[src/rtl/game_pkg.sv]
// Shared definitions for the fighting-game datapath: player state codes,
// hit flag codes, game-state constants, winner codes and box helpers.
package game_pkg;

    typedef enum logic [3:0] {
        S_IDLE           = 4'd0,
        S_MOVE_FWD       = 4'd1,
        S_MOVE_BWD       = 4'd2,
        S_B_ATTACK_START = 4'd3,
        S_B_ATTACK_END   = 4'd4,
        S_B_ATTACK_PULL  = 4'd5,
        S_D_ATTACK_START = 4'd6,
        S_D_ATTACK_END   = 4'd7,
        S_D_ATTACK_PULL  = 4'd8,
        S_HITSTUN        = 4'd9,
        S_BLOCKSTUN      = 4'd10
    } state_t;

    typedef enum logic [1:0] {
        notHit           = 2'b00,
        hitByBasic       = 2'b01,
        hitByDirectional = 2'b10
    } hit_t;

    typedef enum logic [1:0] {
        WIN_NONE = 2'b00,
        WIN_P1   = 2'b01,
        WIN_P2   = 2'b10,
        WIN_DRAW = 2'b11
    } winner_t;

    localparam logic [2:0] GS_FIGHT = 3'd2;

    typedef struct packed {
        logic [9:0] x1;
        logic [9:0] x2;
        logic [9:0] y1;
        logic [9:0] y2;
    } box_t;

    // Inclusive rectangle overlap; touching edges count as contact.
    function automatic logic boxes_overlap(input box_t a, input box_t b);
        return (a.x1 <= b.x2) && (b.x1 <= a.x2) &&
               (a.y1 <= b.y2) && (b.y1 <= a.y2);
    endfunction

    // Subtraction that floors at zero instead of wrapping.
    function automatic logic [2:0] sat_sub(input logic [2:0] a, input logic [2:0] b);
        return (a > b) ? (a - b) : 3'd0;
    endfunction

endpackage

[src/rtl/hit_channel.sv]
// One attack direction: attacker hitboxes vs. defender hurtbox.
// Owns the landed latch, the DETECT/FLAG/APPLY pipeline and the
// defender's health, block meter and block-regen counter.
module hit_channel
    import game_pkg::*;
#(
    parameter int HEALTH_MAX  = 5,
    parameter int BLOCK_MAX   = 3,
    parameter int DMG_BASIC   = 1,
    parameter int DMG_DIR     = 2,
    parameter int BLOCK_REGEN = 120
) (
    input  logic       clk,
    input  logic       rst,
    input  logic       i_fight,
    input  logic       i_round_over,
    input  logic [3:0] i_atk_state,
    input  logic [3:0] i_def_state,
    input  logic [9:0] i_basic_x1,
    input  logic [9:0] i_basic_x2,
    input  logic [9:0] i_basic_y1,
    input  logic [9:0] i_basic_y2,
    input  logic [9:0] i_dir_x1,
    input  logic [9:0] i_dir_x2,
    input  logic [9:0] i_dir_y1,
    input  logic [9:0] i_dir_y2,
    input  logic [9:0] i_hurt_x1,
    input  logic [9:0] i_hurt_x2,
    input  logic [9:0] i_hurt_y1,
    input  logic [9:0] i_hurt_y2,
    output logic [1:0] o_hit_flag,
    output logic [2:0] o_health,
    output logic [2:0] o_block
);

    localparam logic [2:0] L_HEALTH_MAX = 3'(HEALTH_MAX);
    localparam logic [2:0] L_BLOCK_MAX  = 3'(BLOCK_MAX);
    localparam logic [2:0] L_DMG_BASIC  = 3'(DMG_BASIC);
    localparam logic [2:0] L_DMG_DIR    = 3'(DMG_DIR);
    localparam int         REGEN_W      = (BLOCK_REGEN > 2) ? $clog2(BLOCK_REGEN) : 1;
    localparam logic [REGEN_W-1:0] REGEN_LAST = REGEN_W'(BLOCK_REGEN - 1);

    box_t w_basic;
    box_t w_dir;
    box_t w_hurt;
    logic w_atk_basic;
    logic w_atk_dir;
    logic w_def_hittable;
    hit_t w_detect;
    logic [2:0] w_dmg;

    logic               r_landed;
    hit_t               r_flag;
    hit_t               r_apply;
    logic [2:0]         r_health;
    logic [2:0]         r_block;
    logic [REGEN_W-1:0] r_regen_cnt;

    assign w_basic = {i_basic_x1, i_basic_x2, i_basic_y1, i_basic_y2};
    assign w_dir   = {i_dir_x1, i_dir_x2, i_dir_y1, i_dir_y2};
    assign w_hurt  = {i_hurt_x1, i_hurt_x2, i_hurt_y1, i_hurt_y2};

    assign w_atk_basic    = (i_atk_state == S_B_ATTACK_END);
    assign w_atk_dir      = (i_atk_state == S_D_ATTACK_END);
    assign w_def_hittable = (i_def_state != S_HITSTUN) && (i_def_state != S_BLOCKSTUN);

    // DETECT stage: only the hitbox matching the attack phase is tested.
    always_comb begin
        // NOTE: default first so every path assigns w_detect and no latch is inferred.
        w_detect = notHit;
        if (i_fight && !i_round_over && !r_landed && w_def_hittable) begin
            if (w_atk_basic && boxes_overlap(w_basic, w_hurt)) begin
                w_detect = hitByBasic;
            end else if (w_atk_dir && boxes_overlap(w_dir, w_hurt)) begin
                w_detect = hitByDirectional;
            end
        end
    end

    assign w_dmg = (r_apply == hitByBasic) ? L_DMG_BASIC : L_DMG_DIR;

    // FLAG/APPLY pipeline and the one-hit-per-attack latch.
    always_ff @(posedge clk) begin
        // NOTE: non-blocking so every register samples pre-edge values, independent of statement order.
        if (rst || !i_fight) begin
            r_landed <= 1'b0;
            r_flag   <= notHit;
            r_apply  <= notHit;
        end else begin
            r_flag  <= w_detect;
            r_apply <= r_flag;
            if (w_detect != notHit) begin
                r_landed <= 1'b1;
            end else if (!w_atk_basic && !w_atk_dir) begin
                r_landed <= 1'b0;
            end
        end
    end

    // Defender health/block: damage commits only once the defender is stunned; block regenerates when idle.
    always_ff @(posedge clk) begin
        if (rst || !i_fight) begin
            r_health    <= L_HEALTH_MAX;
            r_block     <= L_BLOCK_MAX;
            r_regen_cnt <= '0;
        end else begin
            if (r_apply != notHit && i_def_state == S_HITSTUN) begin
                r_health <= sat_sub(r_health, w_dmg);
            end
            if (r_apply != notHit && i_def_state == S_BLOCKSTUN) begin
                r_block     <= sat_sub(r_block, 3'd1);
                r_regen_cnt <= '0;
            end else if (r_block >= L_BLOCK_MAX) begin
                r_regen_cnt <= '0;
            end else if (r_regen_cnt == REGEN_LAST) begin
                r_regen_cnt <= '0;
                r_block     <= r_block + 3'd1;
            end else begin
                r_regen_cnt <= r_regen_cnt + 1'b1;
            end
        end
    end

    assign o_hit_flag = r_flag;
    assign o_health   = r_health;
    assign o_block    = r_block;

endmodule

[src/rtl/hit_arbiter.sv]
// Combat referee: one hit_channel per attack direction, plus KO detection
// and round result reporting to the game-state controller.
module hit_arbiter
    import game_pkg::*;
#(
    parameter int HEALTH_MAX  = 5,
    parameter int BLOCK_MAX   = 3,
    parameter int DMG_BASIC   = 1,
    parameter int DMG_DIR     = 2,
    parameter int BLOCK_REGEN = 120
) (
    input  logic       clk,
    input  logic       rst,
    input  logic [2:0] gamestate,
    input  logic [3:0] p1_state,
    input  logic [3:0] p2_state,
    input  logic [9:0] p1_basic_x1,
    input  logic [9:0] p1_basic_x2,
    input  logic [9:0] p1_basic_y1,
    input  logic [9:0] p1_basic_y2,
    input  logic [9:0] p1_dir_x1,
    input  logic [9:0] p1_dir_x2,
    input  logic [9:0] p1_dir_y1,
    input  logic [9:0] p1_dir_y2,
    input  logic [9:0] p1_hurt_x1,
    input  logic [9:0] p1_hurt_x2,
    input  logic [9:0] p1_hurt_y1,
    input  logic [9:0] p1_hurt_y2,
    input  logic [9:0] p2_basic_x1,
    input  logic [9:0] p2_basic_x2,
    input  logic [9:0] p2_basic_y1,
    input  logic [9:0] p2_basic_y2,
    input  logic [9:0] p2_dir_x1,
    input  logic [9:0] p2_dir_x2,
    input  logic [9:0] p2_dir_y1,
    input  logic [9:0] p2_dir_y2,
    input  logic [9:0] p2_hurt_x1,
    input  logic [9:0] p2_hurt_x2,
    input  logic [9:0] p2_hurt_y1,
    input  logic [9:0] p2_hurt_y2,
    output logic [1:0] p1_hitFlag,
    output logic [1:0] p2_hitFlag,
    output logic [2:0] p1_health,
    output logic [2:0] p2_health,
    output logic [2:0] p1_block,
    output logic [2:0] p2_block,
    output logic       round_over,
    output logic [1:0] winner
);

    logic    w_fight;
    winner_t w_ko_winner;
    logic    r_round_over;
    winner_t r_winner;

    assign w_fight = (gamestate == GS_FIGHT);

    hit_channel #(
        .HEALTH_MAX(HEALTH_MAX), .BLOCK_MAX(BLOCK_MAX), .DMG_BASIC(DMG_BASIC),
        .DMG_DIR(DMG_DIR), .BLOCK_REGEN(BLOCK_REGEN)
    ) u_p1_on_p2 (
        .clk(clk), .rst(rst), .i_fight(w_fight), .i_round_over(r_round_over),
        .i_atk_state(p1_state), .i_def_state(p2_state),
        .i_basic_x1(p1_basic_x1), .i_basic_x2(p1_basic_x2),
        .i_basic_y1(p1_basic_y1), .i_basic_y2(p1_basic_y2),
        .i_dir_x1(p1_dir_x1), .i_dir_x2(p1_dir_x2),
        .i_dir_y1(p1_dir_y1), .i_dir_y2(p1_dir_y2),
        .i_hurt_x1(p2_hurt_x1), .i_hurt_x2(p2_hurt_x2),
        .i_hurt_y1(p2_hurt_y1), .i_hurt_y2(p2_hurt_y2),
        .o_hit_flag(p2_hitFlag), .o_health(p2_health), .o_block(p2_block)
    );

    hit_channel #(
        .HEALTH_MAX(HEALTH_MAX), .BLOCK_MAX(BLOCK_MAX), .DMG_BASIC(DMG_BASIC),
        .DMG_DIR(DMG_DIR), .BLOCK_REGEN(BLOCK_REGEN)
    ) u_p2_on_p1 (
        .clk(clk), .rst(rst), .i_fight(w_fight), .i_round_over(r_round_over),
        .i_atk_state(p2_state), .i_def_state(p1_state),
        .i_basic_x1(p2_basic_x1), .i_basic_x2(p2_basic_x2),
        .i_basic_y1(p2_basic_y1), .i_basic_y2(p2_basic_y2),
        .i_dir_x1(p2_dir_x1), .i_dir_x2(p2_dir_x2),
        .i_dir_y1(p2_dir_y1), .i_dir_y2(p2_dir_y2),
        .i_hurt_x1(p1_hurt_x1), .i_hurt_x2(p1_hurt_x2),
        .i_hurt_y1(p1_hurt_y1), .i_hurt_y2(p1_hurt_y2),
        .o_hit_flag(p1_hitFlag), .o_health(p1_health), .o_block(p1_block)
    );

    // Decide who survived; a double KO in the same cycle is a draw.
    always_comb begin
        w_ko_winner = WIN_NONE;
        if (p1_health == 3'd0 && p2_health == 3'd0) begin
            w_ko_winner = WIN_DRAW;
        end else if (p2_health == 3'd0) begin
            w_ko_winner = WIN_P1;
        end else if (p1_health == 3'd0) begin
            w_ko_winner = WIN_P2;
        end
    end

    // Latch the round result on the first KO and hold it until the fight ends.
    always_ff @(posedge clk) begin
        if (rst || !w_fight) begin
            r_round_over <= 1'b0;
            r_winner     <= WIN_NONE;
        end else if (!r_round_over && w_ko_winner != WIN_NONE) begin
            r_round_over <= 1'b1;
            r_winner     <= w_ko_winner;
        end
    end

    assign round_over = r_round_over;
    assign winner     = r_winner;

endmodule
[config.mk]
export PLATFORM = sky130hd
export DESIGN_NAME = hit_arbiter
export DESIGN_NICKNAME = d
export VERILOG_FILES = /design/src/rtl/game_pkg.sv /design/src/rtl/hit_channel.sv /design/src/rtl/hit_arbiter.sv
export SDC_FILE = /design/constraint.sdc
export NUM_CORES = 1
export LEC_CHECK = 0
export CAP_MARGIN = 15
export CORE_MARGIN = 3
export CORE_UTILIZATION = 37
export CTS_CLUSTER_DIAMETER = 80
export CTS_CLUSTER_SIZE = 30
export DETAILED_ROUTE_END_ITERATION = 10
export GPL_TIMING_DRIVEN = 0
export PLACE_DENSITY_LB_ADDON = 0.3
export SLEW_MARGIN = 10
export SYNTH_ARGS = -nofsm -noshare
export SYNTH_HDL_FRONTEND = slang
export SYNTH_SLANG_ARGS = --single-unit
[constraint.sdc]
create_clock -name clk -period 2.2 [get_ports clk]
set_clock_uncertainty 0.1 [all_clocks]
set_input_delay 0.33 -clock clk [delete_from_list [all_inputs] [get_ports clk]]
set_output_delay 0.33 -clock clk [all_outputs]
set_load 0.1 [all_outputs]
# Word level (Yosys, flattened, before mapping)
# Cells that the tools add are included.
# W data, S select, Z words.
dict set report word_totals {
  input_bits 253
  elab_cells 143
  output_inout_bits 19
  reg_bits 39
}
dict set report op_classes {
  eq_ne 19
  muxes 25
  reduce_logical 55
  order_cmp 22
  addsub 8
}
# op n
set op_table {}
lappend op_table {{$le A10 B10 Y1} 16}
lappend op_table {{$logic_and A1 B1 Y1} 31}
lappend op_table {{$mux W3} 10}
lappend op_table {{$mux W2} 11}
lappend op_table {{$reduce_bool A2 Y1} 9}
lappend op_table {{$eq A4 B3 Y1 const B} 4}
lappend op_table {{$eq A4 B4 Y1 const B} 4}
lappend op_table {{$ne A4 B4 Y1 const B} 4}
lappend op_table {{$add A7 B1 Y7 const B} 2}
lappend op_table {{$eq A7 B7 Y1 const B} 2}
lappend op_table {{$logic_not A1 Y1} 8}
lappend op_table {{$reduce_or A4 Y1} 2}
lappend op_table {{$add A3 B1 Y3 const B} 2}
lappend op_table {{$ge A3 B2 Y1 const B} 2}
lappend op_table {{$gt A3 B1 Y1 const B} 2}
lappend op_table {{$gt A3 B3 Y1} 2}
lappend op_table {{$logic_not A3 Y1} 2}
lappend op_table {{$sub A3 B1 Y3 const B} 2}
lappend op_table {{$sub A3 B3 Y3} 2}
lappend op_table {{$eq A2 B1 Y1 const B} 2}
lappend op_table {{$mux W1} 4}
lappend op_table {{$ne A2 B1 Y1 const B} 2}
lappend op_table {{$reduce_and A2 Y1} 2}
lappend op_table {{$eq A3 B2 Y1 const B} 1}
lappend op_table {{$logic_or A1 B1 Y1} 1}

# Longest topological paths before layout
# Gate-level depths: netlist of run 1.
dict set report logic_depth {
  depth_word 10
  ltp_mapped 9
  depth_no_buf 9
}

# Cells and area by module
# A second synthesis of run 1 with hierarchy kept.
dict set report hier_totals {
  cells_unflattened 750
  hier_area_um2 5936.9
}
# module area_each_um2 seq_area_each_um2 n_inst cells_per_inst
set by_module_without_submodules {}
lappend by_module_without_submodules {{hit_channel (u_p2_on_p1)} 2927.8 360.3 1 366}
lappend by_module_without_submodules {{hit_channel (u_p1_on_p2)} 2856.5 360.3 1 369}
lappend by_module_without_submodules {hit_arbiter 152.6 60.1 1 15}

# Worst setup path after synthesis of run 1
# Ideal clock, no wire load.
dict set report synth_timing {
  kind {reg2reg}
  from {register u_p2_on_p1.r_block[0], in the netlist u_p2_on_p1.o_block[0]}
  to {register u_p2_on_p1.r_block[0], in the netlist u_p2_on_p1.o_block[0]}
  setup_slack_ns -0.217
  path_buffers 0
  required_time_ns 1.973
  path_stages_with_launch 8
  t_arrival_ns 2.190
  synth_period_minus_slack_ns 2.417
  setup_ns 0.127
  cell_sequence {dfxtp_1 ha_1 ha_1 a211oi_1 a21boi_0 nor3_1 a21oi_1 nand2_1}
}
dict set report synth_between {
  elab_chain_len 4
  elab_cells_between_ends 10
  classes_between {add/sub: 2; order compare: 2; eq/ne: 1; mux: 4; reduce/logical: 1}
}
# item line
set synth_rtl {}
lappend synth_rtl {{start, declared} hit_channel.sv:56} ;# logic [2:0] r_block;
lappend synth_rtl {{start signal, assigned} hit_channel.sv:111} ;# r_block <= sat_sub(r_block, 3'd1);
lappend synth_rtl {{start signal, assigned} hit_channel.sv:117} ;# r_block <= r_block + 3'd1;
lappend synth_rtl {{$add A3 B1 Y3} hit_channel.sv:117}
lappend synth_rtl {{$mux W3} hit_channel.sv:115} ;# end else if (r_regen_cnt == REGEN_LAST) begin
lappend synth_rtl {{$mux W3} hit_channel.sv:113} ;# end else if (r_block >= L_BLOCK_MAX) begin
lappend synth_rtl {{$mux W3} hit_channel.sv:110} ;# if (r_apply != notHit && i_def_state == S_BLOCKSTUN) begin
# Several ways; a longest one is shown, not always the timed one. The select of a mux whose other input is x is not followed.
# A chain may end at the register's enable or synchronous reset.

# Final worst setup path of run 1
dict set report layout_timing {
  from {input port p2_hurt_x2[2]}
  to {register u_p1_on_p2.r_landed}
}
dict set report layout_between {
  elab_chain_len 10
  elab_cells_between_ends 16
  classes_between {order compare: 2; mux: 4; reduce/logical: 10}
}
# item line
set layout_rtl {}
lappend layout_rtl {{start, declared} hit_arbiter.sv:38} ;# input logic [9:0] p2_hurt_x2,
lappend layout_rtl {{$le A10 B10 Y1} game_pkg.sv:43} ;# return (a.x1 <= b.x2) && (b.x1 <= a.x2) &&
lappend layout_rtl {{$logic_and A1 B1 Y1 (2 in series)} game_pkg.sv:43}
lappend layout_rtl {{$logic_and A1 B1 Y1} game_pkg.sv:44} ;# (a.y1 <= b.y2) && (b.y1 <= a.y2);
lappend layout_rtl {{$logic_and A1 B1 Y1} hit_channel.sv:74} ;# end else if (w_atk_dir && boxes_overlap(w_dir, w_hurt)) begin
lappend layout_rtl {{$mux W2} hit_channel.sv:74}
lappend layout_rtl {{$mux W2 *} hit_channel.sv:72} ;# if (w_atk_basic && boxes_overlap(w_basic, w_hurt)) begin
lappend layout_rtl {{$mux W2 *} hit_channel.sv:71} ;# if (i_fight && !i_round_over && !r_landed && w_def_hittable) begin
lappend layout_rtl {{$reduce_bool A2 Y1 *} hit_channel.sv:92} ;# if (w_detect != notHit) begin
lappend layout_rtl {{$mux W1 or $reduce_bool A2 Y1 (tied branches)} --}
lappend layout_rtl {{end signal, assigned} hit_channel.sv:86} ;# r_landed <= 1'b0;
lappend layout_rtl {{end signal, assigned} hit_channel.sv:93} ;# r_landed <= 1'b1;
lappend layout_rtl {{end signal, assigned} hit_channel.sv:95} ;# r_landed <= 1'b0;
lappend layout_rtl {{end, declared} hit_channel.sv:52} ;# logic r_landed;
# Mark *: on every way between the ends. The rest lies on a longest branch, timed or not.

==> results of run 1 <==
## worst max-delay path, cell delays in order
cell,delay [ps]
clkdlybuf4s50_1,450
inv_1,60
ha_1,270
nand4_1,150
nor2_2,230
a21oi_1,90
o211a_1,160
a31oi_4,170
nor4b_4,70
a311o_2,350
## logic make-up after synthesis
kind of cell	count (synthesis)	synth area share, %
AO/OA/AOI/OAI	159	18.0
AND/OR/NAND/NOR	196	17.9
flip-flops	39	13.6
adder cells (fa/ha/maj)	175	38.4
buffers and inverters	153	10.0
XOR/XNOR	14	2.14
## path summary, 6_finish.rpt
kind	from	end	slack [ps]
hold reg to reg	u_p2_on_p1.r_regen_cnt[0]	u_p2_on_p1.r_regen_cnt[0]	340
setup / recovery	p2_hurt_x2[2]	u_p1_on_p2.r_landed	-70
hold / removal	u_p2_on_p1.r_regen_cnt[0]	u_p2_on_p1.r_regen_cnt[0]	340
setup reg to reg	u_p2_on_p1.r_apply[0]	u_p2_on_p1.o_health[2]	170
## registers in the layout, indices dropped and copies added, names as in the netlist
signal                  count
u_p1_on_p2.r_regen_cnt      7
u_p1_on_p2.o_block          3
u_p1_on_p2.o_health         3
u_p2_on_p1.r_regen_cnt      7
u_p2_on_p1.r_landed         1
u_p2_on_p1.o_hit_flag       2
u_p2_on_p1.r_apply          2
u_p1_on_p2.r_landed         1
round_over                  1
u_p2_on_p1.o_block          3
u_p2_on_p1.o_health         3
u_p1_on_p2.o_hit_flag       2
winner                      2
u_p1_on_p2.r_apply          2
## power groups by stage
stage	Combinational [mW]	Sequential, mW	Clock (mW)
after CTS	1.23	0.706	0.804
after global routing	1.53	0.706	0.831
after detailed placement	1.13	0.722	0
final	1.38	0.706	0.793
after global placement	1.10	0.722	0
after floorplan	0.507	0.722	0
## final cells by class
type                            instances  area [um2]
Sequential cell                        39         793
Fill cell                            1198        4840
Clock inverter                          1        30.0
Tap cell                              184         230
Inverter                              150         563
Buffer                                  2        8.76
Clock buffer                            6         129
Multi-Input combinational cell        544        5340
Timing Repair Buffer                  290        2930
## cell usage in the layout, fill, tap and decap left out, drive strengths merged, types with 8 or more instances in the layout
master	netlist	layout
dlygate4sd2	0	41
ha	173	173
inv	150	150
clkbuf	3	8
nor2b	15	15
nand4	27	27
dfxtp	39	39
dlymetal6s2s	0	50
xor2	8	8
a21oi	60	60
nand3	23	23
o21ai	27	27
nor3	22	22
buf	0	19
nor2	48	48
clkdlybuf4s50	0	180
a21o	28	28
a211oi	12	12
nand2	29	29
## through the flow
step	instance area, um2	utilization (%)	hold slack, ps
2_1_floorplan	5750	-	318
3_3_place_gp	8700	58.5	330
3_5_place_dp	8700	58.5	334
4_1_cts	9290	62.5	346
5_1_grt	10000	67.4	369
6_report	10000	67.4	345
## timing repair
item / 4_1_cts / 5_1_grt
pin swaps: 59 / 69
setup endpoints to repair: 26 / 24
buffers inserted: 7 / 12
hold buffers: 0 / 0
resized for setup: 113 / 141
## routing by layer
layer	global-route usage (%)	share of wire, %	vias to the layer above
met1	23.2	40	2831
met5	0	0	-
met2	39.0	51	220
met3	4.39	6.5	42
met4	5.75	3.2	0
li1	-	-	3190
==> results.md, run 1 <==
* Clock latency on the worst-skew pair at 280 ps
* Worst setup path class: in -> reg
* Number of cells produced by synthesis at 736
* Most frequent cells after synthesis: ha_1 (173), inv_1 (150), a21oi_1 (60)
* Worst endpoint data arrival time at 2340 ps
* Part of the power in the clock network at 27.5%
* Remaining number of nets flagged by the antenna check after routing at 0
* Initial antenna violation count at 0
* Syn-to-layout area delta at 74.6%
* Weighted congestion reported at the end of routability-driven placement at 0.857
* Via count at 6,283
* Cell depth of the worst min-delay path at 1
* Root Driver: clkbuf_16
* Peak ir drop on the vdd network at around 390 uV
* Number of max-cap violations at 0
* Slew of the pin with the lowest slew margin at around 1000 ps
* Top-area cell type share of the netlist area at 37.7%
* Initial Utilization at roughly two fifths
* Smallest setup slack after layout at -68.4 ps
* Net Sw Frac at 29.7%
* Number of global-route vias before repair at approximately 6,300
* Slew headroom at 33.5%
* Netlist cell types at 46
* Highest clock frequency the design can meet at 0.441 GHz
* Cell count of the worst reg-to-reg path at 6
* Type of the worst min-delay path: reg -> reg
* Buffers added on ports at 271
* # setup viols final at 2
* Most common cell in the netlist: ha_1
* Fraction of layout instances using a drive strength above 1 at roughly 18%
* Detailed placement HPWL at 15,700 um
* Ys Warns at 0
* Dpl ws at -681 ps
* CTS tree: built
* Post-synthesis net count at about 1,200
* Total track usage at 20.6%
* Run status: finished, violations left
* Total wire length after detailed routing at 19,700 um
* Die Wd at 131 um
* Area contributors post-synth: ha_1 (38%), dfxtp_1 (14%), inv_1 (9.8%), a21oi_1 (5.2%), a21o_1 (3.7%)
* Total gr overflow at 0
* Critical Path RT at 2270 ps
* Internal Dissipation at around 2.0 mW
* Most used DFF post-synth: dfxtp_1
* Total Power at 2.88 mW
* Total number of clock tree sinks at 39
* Slew Viols, Final at 0
* Total Neg Setup Slack at -97.2 ps
* Total standard cell area after synthesis at approximately 5700 um2
* Core area at 14,900 um2
* Critical Path End Type: register
* Portion of total power attributed to sequential cells at 24.5%
* Synthesized area per cell at around 7.8 um2
* Synth Register Bits at 39
* Non-Filler Instances at 1,216
* Tcrit/Tclk final at 103%
* Number of hold violations in the final report at 0
* Antenna diode instance count at 0
* Cell Pwr Density at 287 nW/um2
* Crit-path max FO at 2
* Height of the die at 131 um
* Buffers from clock root to sink, at most at 2
* Top-level I/O count at 272
* Per-cell routed wire length at 16.2 um
* Crit start category: input port
* Clock-pin slew of the registers on the worst-case setup and hold paths at 50 ps
* Total clock buffers created by CTS at 5
* Post-placement cell count at approximately 1,200
* Nets@finish at 1,460
* Die outline area at 17,000 um2
* DRC Markers at 0
* Max H-tree Level at 2
* Number of optimization iterations in the first detailed-route pass at 6
* Register area share after synthesis at 13.6%
* Detail-routed via count per cell at 5.17
* Static power due to leakage at 4.88 nW
* RSZ-0062 raised after global routing: true
* Number of rows in the core area at 44
* Number of synthesized flops with an enable pin at 0
* Maximum number of pins on one net before global-route repair at 12
* Violated checks: setup timing
* DRC marker count from the first detailed-route iteration at 198
* Share of synthesized flip-flops with an asynchronous set or reset at 0%
* Global-route wire length before repair at about 29,000 um
* Post-layout min period at 2270 ps
* Net Sw Power at 0.855 mW
* Biggest area consumer among synthesized cells: ha_1
* Part of the total power dissipated in combinational logic at a little under half
(Power assumes the default switching activity.)
==> run 2, diff against run 1 <==
--- a/config.mk
+++ b/config.mk
@@ -7,7 +7,7 @@
 export LEC_CHECK = 0
 export CAP_MARGIN = 15
 export CORE_MARGIN = 3
-export CORE_UTILIZATION = 37
+export CORE_UTILIZATION = 43
 export CTS_CLUSTER_DIAMETER = 80
 export CTS_CLUSTER_SIZE = 30
 export DETAILED_ROUTE_END_ITERATION = 10
==> run 2 against run 1 <==
Net effect:
- the run still ends with setup timing left
- fmax rose by 1.4%
- power is 4.1% higher
- largest cell class unchanged
- final cell count is 1.1% lower
- worst setup slack better by 31 ps
- utilization grew 12 points
- global-route usage is 2.2 points higher
==> results.md, run 2 (synthesis gave the netlist of run 1 again) <==
* Run status: finished, violations left
* Violated checks: setup timing
* Worst hold slack after final layout at 358 ps
* Peak ir drop on the vdd network at 240 uV
* Part of the total power dissipated in combinational logic at 48.2%
* Number of rows in the core area at 41
* Net Sw Power at 0.905 mW
* Number of max-cap violations at 0
* Total clock buffers created by CTS at 5
* Destination of the worst register-to-register timing path: u_p1_on_p2.o_health[2]
* Type of the worst min-delay path: reg -> reg
* Internal Dissipation at 2.09 mW
* Fraction of layout instances using a drive strength above 1 at 20.6%
* Nets@finish at 1,456
* Top-level I/O count at 272
* Smallest setup slack after layout at -37.9 ps
* Portion of total power attributed to sequential cells at about a quarter
* Cell Pwr Density at 293 nW/um2
* Via count at 6,471
* Crit-path max FO at 2
* Root Driver: clkbuf_16
* Highest clock frequency the design can meet at 0.447 GHz
* Initial antenna violation count at 2
* Slew headroom at between 30% and 40%
* Clock latency on the worst-skew pair at 280 ps
* Crit start category: input port
* Final core utilization at 79.7%
* Reg2reg setup slack at 140 ps
* Number of optimization iterations in the first detailed-route pass at 4
* Net Sw Frac at 30.2%
* Number of hold violations in the final report at 0
* Critical Path RT at 2270 ps
* Remaining number of nets flagged by the antenna check after routing at 0
* Number of global-route vias before repair at 6,225
* Worst setup path class: in -> reg
* Post-placement cell count at 1,179
* Core area at 12,800 um2
* Cell count of the worst reg-to-reg path at 6
* Total gr overflow at 0
* Total Power at about 3 mW
* Maximum number of pins on one net before global-route repair at 13
* Buffers from clock root to sink, at most at 2
* Slew of the pin with the lowest slew margin at 1010 ps
* Dpl ws at -602 ps
* Total wire length after detailed routing at 21,000 um
* Per-cell routed wire length at 17.4 um
* Weighted congestion reported at the end of routability-driven placement at 0.900
* RSZ-0062 raised after global routing: true
* Die outline area at 14,800 um2
* Tcrit/Tclk final at 102%
* Critical hold path startpoint: winner[1]
* Height of the die at about 120 um
* Start of the worst register-to-register path: u_p1_on_p2.r_apply[0]
* Buffers added on ports at 271
* DRC Markers at 0
* Total number of clock tree sinks at 39
* DRC marker count from the first detailed-route iteration at 246
* Syn-to-layout area delta at 78.0%
* Non-Filler Instances at 1,203
* Die Wd at around 120 um
* CTS tree: built
* Static power due to leakage at 4.99 nW
* Capture endpoint of the worst hold path: winner[1]
* # setup viols final at 2
* Part of the power in the clock network at 28.3%
* Total track usage at 22.9%
* Max H-tree Level at 2
* Global-route wire length before repair at 27,800 um
* Detail-routed via count per cell at 5.38
* Biggest regs: u_p1_on_p2.r_regen_cnt: 7 flops, u_p2_on_p1.r_regen_cnt: 7 flops
* Hold-fix buffer count after cts at 0
* Cell depth of the worst min-delay path at 2
* Critical Path End Type: register
* Most frequent cells in the layout: clkdlybuf4s50_1 (184), ha_1 (117), inv_1 (108)
* Slew Viols, Final at 0
* Initial Utilization at 44.8%
* Post-layout min period at 2240 ps
* Clock-pin slew of the registers on the worst-case setup and hold paths at about 60 ps
* Worst endpoint data arrival time at between 2000 and 2500 ps
* Most common library cell in the layout ignoring fill and taps: clkdlybuf4s50_1
* Detailed placement HPWL at 15,400 um
## run 2: power groups by stage
| stage | Sequential [mW] | Combinational (mW) | Clock (mW) |
|---|---|---|---|
| global route | 0.706 | 1.58 | 0.876 |
| floorplan | 0.722 | 0.507 | 0 |
| CTS | 0.706 | 1.16 | 0.854 |
| global placement | 0.722 | 1.09 | 0 |
| finish | 0.706 | 1.44 | 0.847 |
| detailed placement | 0.722 | 1.12 | 0 |
## run 2: worst max-delay path by stage
stage                        from                   to  slack [ps]
floorplan            p2_dir_x2[7]  u_p2_on_p1.r_landed         140
global route         p2_dir_y2[8]  u_p2_on_p1.r_landed        -130
detailed placement   p2_dir_x2[7]  u_p2_on_p1.r_landed        -600
global placement     p2_dir_x2[7]  u_p2_on_p1.r_landed        -590
finish               p1_dir_x2[5]  u_p1_on_p2.r_landed         -40
CTS                 p1_hurt_y2[7]  u_p2_on_p1.r_landed        -130
## run 2: metal layers
metal	vias up	track usage [%]	routed length, um	part of all wire [%]
li1	3176	-	-	-
met1	2996	25.0	7650	36
met2	233	43.4	11300	54
met3	66	5.99	1220	5.8
met4	0	6.23	785	3.7
met5	-	0	0	0
## run 2: cell type report
| cell class | instances | area (um2) |
|---|---|---|
| inverters | 150 | 563 |
| plain buffers | 2 | 8.76 |
| clock inverters | 2 | 35.0 |
| multi-input cells | 544 | 5500 |
| flip-flops and latches | 39 | 793 |
| fillers | 810 | 2610 |
| diodes | 2 | 5.00 |
| repair buffers | 286 | 2960 |
| well taps | 172 | 215 |
| clock buffers | 6 | 139 |
## run 2: timing repair
| action | 4_1_cts | 5_1_grt |
|---|---|---|
| pin swaps | 32 | 103 |
| endpoints found under the setup margin | 23 | 22 |
| endpoints found under the hold margin | 0 | 0 |
| gates resized for setup | 59 | 221 |
| setup buffers | 5 | 10 |
## run 2: per-stage QoR
stage | setup TNS (ps) | instance area, um2
floorplan | 0 | 5750
global placement | -5190 | 8680
detailed placement | -5730 | 8680
CTS | -165 | 9040
global route | -254 | 10200
finish | -52.6 | 10200
## run 2: critical path, cell delays in order
cell and delay [ps]:
clkdlybuf4s50_1 510, inv_2 70, ha_4 280, nand2_2 90
nor3_4 190, o21ai_1 120, o211ai_1 130, a211oi_2 100
nor4b_4 140, a311o_2 350
==> run 3, diff against run 2 <==
--- a/config.mk
+++ b/config.mk
@@ -11,7 +11,6 @@
 export CTS_CLUSTER_DIAMETER = 80
 export CTS_CLUSTER_SIZE = 30
 export DETAILED_ROUTE_END_ITERATION = 10
-export GPL_TIMING_DRIVEN = 0
 export PLACE_DENSITY_LB_ADDON = 0.3
 export SLEW_MARGIN = 10
 export SYNTH_ARGS = -nofsm -noshare
==> run 3 against run 2 <==
Net effect:
- power up 5.1%
- highest routed layer is now met5
- the run still ends with setup timing left
- flip-flop and latch count unchanged
- die area unchanged
- largest cell class unchanged
- fmax down 1.9%
- sequential power about the same
- critical path depth unchanged
- critical path type unchanged
- routed wire length up 15%
==> results.md, run 3 (synthesis gave the netlist of run 1 again) <==
* Run status: finished, violations left
* Violated checks: setup timing
* Dpl ws at -587 ps
* Crit-path max FO at 2
* Tcrit/Tclk final at 104%
* Top-level I/O count at 272
* Critical Path End Type: register
* Initial antenna violation count at 5
* Root Driver: clkbuf_16
* Cell with the biggest individual delay on the critical path: clkdlybuf4s50_1
* Buffers from clock root to sink, at most at 2
* Number of global-route vias before repair at 6,569
* CTS tree: built
* Via count at between 6,000 and 7,000
* Crit start category: input port
* Placed standard-cell area at between 8000 and 9000 um2
* Per-cell routed wire length at 19.4 um
* Total Neg Setup Slack at -146 ps
* Weighted congestion reported at the end of routability-driven placement at 0.889
* Global-route wire length before repair at 29,000 um
* CP Cell Sequence: clkdlybuf4s50_1 > inv_1 > buf_4 > ha_1 > a21oi_2 > nor2b_1 > o21ai_0 > o211ai_1 > a2111oi_4 > a311o_2
* Max H-tree Level at 2
* Total number of clock tree sinks at 39
* Post-layout min period at 2280 ps
* Worst setup path class: in -> reg
* Slew Viols, Final at 0
* Clock-pin slew of the registers on the worst-case setup and hold paths at 60 ps
* Initial Utilization at 44.8%
* DRC Markers at 0
* Smallest setup slack after layout at -80.7 ps
* Slew headroom at 70.7%
* Most common library cell in the layout ignoring fill and taps: clkdlybuf4s50_1
* Critical Path RT at roughly 2300 ps
* Cell Pwr Density at 297 nW/um2
* Number of hold violations in the final report at 0
* Remaining number of nets flagged by the antenna check after routing at 0
* Start of the worst register-to-register path: u_p2_on_p1.r_apply[0]
* Most frequent cells in the layout: clkdlybuf4s50_1 (162), ha_1 (108), inv_1 (105)
* Syn-to-layout area delta at 84.6%
* DRC marker count from the first detailed-route iteration at 236
* RSZ-0062 raised after global routing: true
* Clock latency on the worst-skew pair at between 200 and 300 ps
* Detailed placement HPWL at 15,800 um
* Die outline area at 14,800 um2
* Detail-routed via count per cell at 5.52
* Fraction of layout instances using a drive strength above 1 at 26.1%
* Beginning of the critical path: p2_hurt_y2[7]
* Core area at 12,800 um2
* Biggest regs: u_p1_on_p2.r_regen_cnt: 7 flops, u_p2_on_p1.r_regen_cnt: 7 flops
* Delay contributed by the slowest stage of the critical path at 450 ps
* Final core utilization at 82.6%
* Nets@finish at 1,495
* Maximum number of pins on one net before global-route repair at 14
* Cell area after layout at 10,600 um2
* Number of rows in the core area at 41
* Highest clock frequency the design can meet at 0.438 GHz
* Static power due to leakage at between 5 and 6 nW
* Height of the die at about 120 um
* Peak ir drop on the vdd network at 276 uV
* Worst hold slack after final layout at 351 ps
* # setup viols final at 2
* Total track usage at 24.2%
* Type of the worst min-delay path: reg -> reg
* Total gr overflow at 0
* Worst endpoint data arrival time at 2410 ps
* Critical hold path startpoint: u_p1_on_p2.r_regen_cnt[0]
* Buffers added on ports at between 200 and 300
* Total wire length after detailed routing at 24,200 um
* Number of max-cap violations at 0
* Slew of the pin with the lowest slew margin at 439 ps
* Die Wd at 122 um
* Number of optimization iterations in the first detailed-route pass at 4
* Total clock buffers created by CTS at 5
run 3: cell count changes in the layout (fill, tap and decap cells not counted), sizes merged:
cell and delta:
inv +1, clkdlybuf4s15 -1, dlymetal6s2s +9, clkinv -1
clkbuf -2, dlygate4sd2 -5, clkdlybuf4s50 -22, buf +60
diode +3
run 3: what timing repair did:
action	4_1_cts	5_1_grt
setup endpoints to repair	5	10
setup buffers	7	2
pin swaps	47	94
hold buffers	0	0
gates resized for setup	72	216
gates cloned	0	0
run 3: cell type report:
class                           count  area [um2]
Timing Repair Buffer              327        3250
Clock buffer                        6         139
Sequential cell                    39         793
Fill cell                         743        2230
Tap cell                          172         215
Inverter                          150         563
Antenna cell                        5        12.5
Clock inverter                      2        38.8
Multi-Input combinational cell    544        5580
run 3: worst paths after layout:
kind	end	slack (ps)	cells after the start
hold / removal	u_p1_on_p2.r_regen_cnt[0]	350	1
setup reg to reg	u_p2_on_p1.o_health[2]	190	6
hold reg to reg	u_p1_on_p2.r_regen_cnt[0]	350	1
setup / recovery	u_p1_on_p2.r_landed	-80	10
run 3: per-layer routing:
metal | wire length (um) | global-route usage [%]
met5 | 9 | 0
met2 | 13000 | 46.1
met1 | 8350 | 24.5
met4 | 1330 | 11.2
met3 | 1420 | 5.80
run 3: critical path, delay by kind of cell:
| family | cells | cell delay (ps) |
|---|---|---|
| AOI/OAI and AO/OA | 5 | 1030 |
| adders and majority gates | 1 | 310 |
| buffers and inverters | 3 | 690 |
| and+or+nand+nor | 1 | 60 |
run 3: stage by stage:
stage	cells	total power, mW
2_1_floorplan	736	1.23
5_1_grt	1244	3.31
6_report	1245	3.15
3_3_place_gp	1226	1.87
3_5_place_dp	1226	1.90
4_1_cts	1238	2.85
run 3: report_power, final:
group / internal [mW] / switching (mW) / total (mW)
Clock: 0.570 / 0.296 / 0.866
Sequential: 0.706 / 0.0000434 / 0.706
Combinational: 0.886 / 0.693 / 1.58
